--- src/rtl/mem_arbiter.sv ---
`default_nettype none
// ============================================================================
// Module   : mem_arbiter
// Function : Lets the fetch port and the data port share one single-port
//            memory. One transaction is in flight at a time, and each port
//            uses a req/ack handshake.
// Options  : Define MEM_ARB_RR_EN to use round-robin arbitration on ties.
//            When it is not defined, the data port always wins a tie.
// Revision : 1.0 - initial release
// ============================================================================
module mem_arbiter #(
    parameter int MEM_LAT = 1
) (
    input  logic        clk,
    input  logic        clr,
    input  logic        if_req,
    input  logic [31:0] if_addr,
    output logic [31:0] if_rdata,
    output logic        if_ack,
    output logic        if_stall,
    input  logic        m_req,
    input  logic        m_we,
    input  logic [2:0]  m_op,
    input  logic [31:0] m_addr,
    input  logic [31:0] m_wdata,
    output logic [31:0] m_rdata,
    output logic        m_ack,
    output logic        m_stall,
    output logic        mem_en,
    output logic        mem_we,
    output logic [2:0]  mem_op,
    output logic [31:0] mem_addr,
    output logic [31:0] mem_wdata,
    input  logic [31:0] mem_rdata,
    output logic        owner
);

    localparam logic [2:0] C_LAT     = 3'(MEM_LAT);
    localparam logic [2:0] C_OP_WORD = 3'b010;

    typedef enum logic [1:0] {
        S_IDLE  = 2'd0,
        S_ISSUE = 2'd1,
        S_WAIT  = 2'd2,
        S_RESP  = 2'd3
    } state_t;

    state_t      r_state;
    state_t      w_state_nxt;
    logic [31:0] r_addr;
    logic [31:0] r_wdata;
    logic        r_we;
    logic [2:0]  r_op;
    logic        r_owner;
    logic [2:0]  r_cnt;
    logic [31:0] r_if_rdata;
    logic [31:0] r_m_rdata;
    logic        w_any_req;
    logic        w_grant_m;

    assign w_any_req = if_req | m_req;

`ifdef MEM_ARB_RR_EN
    // r_rr_m_next is high when the data port has priority on the next tie.
    logic r_rr_m_next;

    assign w_grant_m = m_req & (~if_req | r_rr_m_next);

    always_ff @(posedge clk or negedge clr) begin
        if (!clr) begin
            r_rr_m_next <= 1'b1;
        end else if ((r_state == S_IDLE) && w_any_req) begin
            r_rr_m_next <= ~w_grant_m;
        end
    end
`else
    assign w_grant_m = m_req;
`endif

    always_ff @(posedge clk or negedge clr) begin
        if (!clr) begin
            r_state <= S_IDLE;
        end else begin
            r_state <= w_state_nxt;
        end
    end

    always_comb begin
        w_state_nxt = r_state;
        mem_en      = 1'b0;
        mem_we      = 1'b0;
        if_ack      = 1'b0;
        m_ack       = 1'b0;
        case (r_state)
            S_IDLE: begin
                if (w_any_req) begin
                    w_state_nxt = S_ISSUE;
                end
            end
            S_ISSUE: begin
                mem_en      = 1'b1;
                mem_we      = r_we;
                w_state_nxt = S_WAIT;
            end
            S_WAIT: begin
                if (r_cnt == 3'd1) begin
                    w_state_nxt = S_RESP;
                end
            end
            S_RESP: begin
                if_ack      = ~r_owner;
                m_ack       = r_owner;
                w_state_nxt = S_IDLE;
            end
            default: begin
                w_state_nxt = S_IDLE;
            end
        endcase
    end

    // The transaction registers drive the memory bus directly, so the bus holds its value outside ISSUE.
    always_ff @(posedge clk or negedge clr) begin
        if (!clr) begin
            r_addr     <= 32'd0;
            r_wdata    <= 32'd0;
            r_we       <= 1'b0;
            r_op       <= 3'd0;
            r_owner    <= 1'b0;
            r_cnt      <= 3'd0;
            r_if_rdata <= 32'd0;
            r_m_rdata  <= 32'd0;
        end else begin
            case (r_state)
                S_IDLE: begin
                    if (w_any_req) begin
                        r_owner <= w_grant_m;
                        if (w_grant_m) begin
                            r_addr  <= m_addr;
                            r_wdata <= m_wdata;
                            r_we    <= m_we;
                            r_op    <= m_op;
                        end else begin
                            r_addr  <= if_addr;
                            r_wdata <= 32'd0;
                            r_we    <= 1'b0;
                            r_op    <= C_OP_WORD;
                        end
                    end
                end
                S_ISSUE: begin
                    r_cnt <= C_LAT;
                end
                S_WAIT: begin
                    r_cnt <= r_cnt - 3'd1;
                    if ((r_cnt == 3'd1) && !r_we) begin
                        if (r_owner) begin
                            r_m_rdata <= mem_rdata;
                        end else begin
                            r_if_rdata <= mem_rdata;
                        end
                    end
                end
                default: begin
                end
            endcase
        end
    end

    assign mem_addr  = r_addr;
    assign mem_wdata = r_wdata;
    assign mem_op    = r_op;
    assign owner     = r_owner;
    assign if_rdata  = r_if_rdata;
    assign m_rdata   = r_m_rdata;
    assign if_stall  = if_req & ~if_ack;
    assign m_stall   = m_req & ~m_ack;

endmodule
`default_nettype wire

--- config.mk ---
export PLATFORM = sky130hd
export DESIGN_NAME = mem_arbiter
export DESIGN_NICKNAME = d
export VERILOG_FILES = /design/src/rtl/mem_arbiter.sv
export SDC_FILE = /design/constraint.sdc
export NUM_CORES = 1
export LEC_CHECK = 0
export BUFFER_PORTS_ARGS = -buffer_cell sky130_fd_sc_hd__buf_2
export CAP_MARGIN = 20
export CORE_ASPECT_RATIO = 0.6
export CORE_MARGIN = 5
export CORE_UTILIZATION = 42
export CTS_BUF_LIST = sky130_fd_sc_hd__clkbuf_16
export DETAILED_ROUTE_END_ITERATION = 10
export GPL_TIMING_DRIVEN = 0
export PLACE_DENSITY = 0.81
export SYNTH_ARGS = -nofsm -noshare
export SYNTH_HDL_FRONTEND = slang
export SYNTH_SLANG_ARGS = --single-unit
--- constraint.sdc ---
create_clock -name clk -period 1.7 [get_ports clk]
set_input_delay 0.085 -clock clk [delete_from_list [all_inputs] [get_ports clk]]
set_output_delay 0.085 -clock clk [all_outputs]
set_load 0.03 [all_outputs]
==> run metrics <==
post-synthesis sequential area ratio=59.5%; CP Data Required Time=1.98 ns; # IOs=274; P_leak=4.93 nW; CTS max path bufs=2; final setup fails=30; critical path depth=7; worst slew pin tran=0.610 ns; Synth Instances=473; DIE WIDTH=162 µm; min cycle time layout=1.73 ns; ANT nets after route=0; DR pass1 iterations=4; async set-reset flop share out of synthesis=100%; fin area=9350 µm²; total CTS buffers=17; top cell type's share of synthesized area=59.5%; Hold Vio Cnt, Final=0; worst-path fanout max=10; Crit path max-delay family=flip-flops; Worst VDD drop=0.000908 V; share of cells above drive strength 1=45.4%; diode count=0; RSZ-0062 raised after global routing=true; Yosys top cell by area=dfrtp_1; vias in the first global route=5644; initial core utilization=42.7%; Tot GR Track Use=22.1%; Vias/cell=4.82; CP arrival=2.01 ns; CTS tree=built; Synth Warn #=0; Bufs and invs on worst path=3; WHS=0.0141 ns; CP Class=flip-flop to flip-flop; post-route clock skew=0.00936 ns; H-tree levels=4; Pins Over Slew Limit=0; CP max-delay cell=dfrtp_1; Routability Congestion=0.773; DR vias=5173; Final period util=102%; synth cell count leaders=138 x dfrtp_1, 106 x nand2_1, 36 x nand3_1, 36 x o21ai_0, 35 x mux2_2; Post-synth top flop=dfrtp_1; placed cell area=7430 µm²; first-pass GRT wire length=28900 µm; IO buf count=272; Overflow after GRT=0; Rel. slew slack=59.4%; core area=13600 µm²; pwr dens=2030 nW/µm²; Place WS=-0.269 ns; worst-path cell chain=inv_2 > ha_4 > nand4bb_4 > or2_1 > buf_6 > buf_12 > mux2_4; sequential share of power=30.6%; Nets=1029; DP HPWL=11900 µm; site row count=33; P_int=10.8 mW; DRC=0; DR iter-0 viols=255; DRT Wirelength=18000 µm; CTS sink count=138; latest clock arrival within the worst-skew pair=0.40 ns; P_sw=8.15 mW; final worst-path setup slack=-0.0302 ns; most frequent cell after synthesis=dfrtp_1; status=finished with violations; max-capacitance violation count=0; failing checks=negative setup slack; Die Area=16300 µm²; synth unique cells=28; EDFF count, synth=0; initial antenna violation count=0; Avg Inst Size Synth=12.3 µm²; Avg WL per Cell=16.8 µm; post-synthesis register bit count=138; Hold WC Path Type=input pin to flip-flop; area grow syn2layout=61.2%; Sw Share=42.9%; Clock Tree Root=clkbuf_16; Critical Path End Type=flip-flop; Worst setup SP type=flip-flop; fmax=578 MHz; CP max stage delay=0.40 ns; hold path cells=3; die height=101 µm; clock network power share=21.3%; largest net degree at the start of global routing=85; Net Count, Synth=616; Comb power frac=48.1%; clk slew on worst S/H paths=0.06 ns; R2R depth=7; mapped cell area=5800 µm²; Synth area leaders=dfrtp_1 60%, mux2_4 7.8%, nand2_1 6.9%, mux2_2 6.8%, mux2i_1 5.5%
power groups by stage:
stage	Sequential [mW]	Clock [mW]	Combinational [mW]
finish	5.81	4.05	9.12
floorplan	8.70	0	3.00
detailed placement	5.78	0	8.68
global placement	5.72	0	8.49
global route	5.99	4.28	9.72
CTS	5.78	4.12	9.05
metal layers:
metal | track usage (%) | vias up | routed length, µm
met5 | 0 | - | 0
met4 | 6.17 | 0 | 267
met3 | 5.48 | 25 | 1270
met2 | 38.0 | 219 | 8820
met1 | 28.3 | 2496 | 7680
li1 | - | 2433 | -
registers in the layout, indices dropped and copies added, names as in the netlist:
register	count
mem_addr	32
r_cnt	3
r_we	1
m_rdata	32
r_state	2
mem_wdata	32
mem_op	3
if_rdata	32
owner	1
final cells by class:
| cell class | count | area, µm² |
|---|---|---|
| clock inverters | 15 | 224 |
| well taps | 175 | 219 |
| multi-input cells | 299 | 2190 |
| inverters | 6 | 22.5 |
| plain buffers | 30 | 215 |
| flip-flops and latches | 138 | 3450 |
| clock buffers | 17 | 425 |
| repair buffers | 394 | 2600 |
| fillers | 951 | 4230 |
path summary, 6_finish.rpt:
path                          startpoint  slack (ns)            end
max in group asynchronous            clr        0.72    m_rdata[23]
max                           r_state[0]       -0.03    m_rdata[21]
max reg2reg                   r_state[0]       -0.03    m_rdata[21]
min                           m_addr[12]        0.01   mem_addr[12]
min reg2reg                mem_wdata[24]        0.46  mem_wdata[24]
min in group asynchronous            clr        0.19   mem_addr[23]
worst reg2reg max path, delay by kind of cell (launching register included):
family,cells,cell delay [ns]
adders and majority gates,1,0.15
buffers and inverters,3,0.39
DFF,1,0.40
muxes,1,0.30
and+or+nand+nor,2,0.37
placed cells by master, fill, tap and decap left out, types with 4 or more instances in the layout:
cell	synthesis	routed
clkbuf_16	0	17
bufinv_16	0	5
buf_4	3	9
ha_1	7	4
clkbuf_1	8	7
nand3_1	36	36
buf_2	13	280
inv_1	6	5
mux2_4	30	30
dlygate4sd3_1	0	115
buf_6	1	6
mux2_2	35	35
mux2i_1	32	32
dfrtp_1	138	137
nand2_1	106	106
o21ai_0	36	36
kinds of logic (layout without fill, tap and decap cells):
kind of cell | after synthesis | count (layout) | share of synthesized area (%)
compound gates | 40 | 40 | 3.64
fa+ha+maj | 7 | 7 | 1.51
buf+inv | 36 | 462 | 3.79
flops | 138 | 138 | 59.5
mux | 97 | 97 | 20.1
simple gates | 155 | 155 | 11.5
per-stage QoR:
step	utilization, %	total power [mW]	cells	TNS, ns
2_1_floorplan	-	11.7	473	0
3_3_place_gp	54.4	14.2	920	-191.86
3_5_place_dp	54.7	14.5	921	-10.69
4_1_cts	68.5	19.0	1071	-0.785
5_1_grt	68.9	20.0	1074	-2.67
6_report	68.9	19.0	1074	-0.650
what timing repair did:
| item | in CTS | in global routing |
|---|---|---|
| hold buffers | 115 | 0 |
| setup buffers | 3 | 3 |
| hold endpoints to repair | 177 | 0 |
| endpoints found under the setup margin | 65 | 109 |
| gates resized for setup | 13 | 10 |
| pin swaps | 0 | 3 |
| cloned | 0 | 0 |
(Power assumes the default switching activity.)
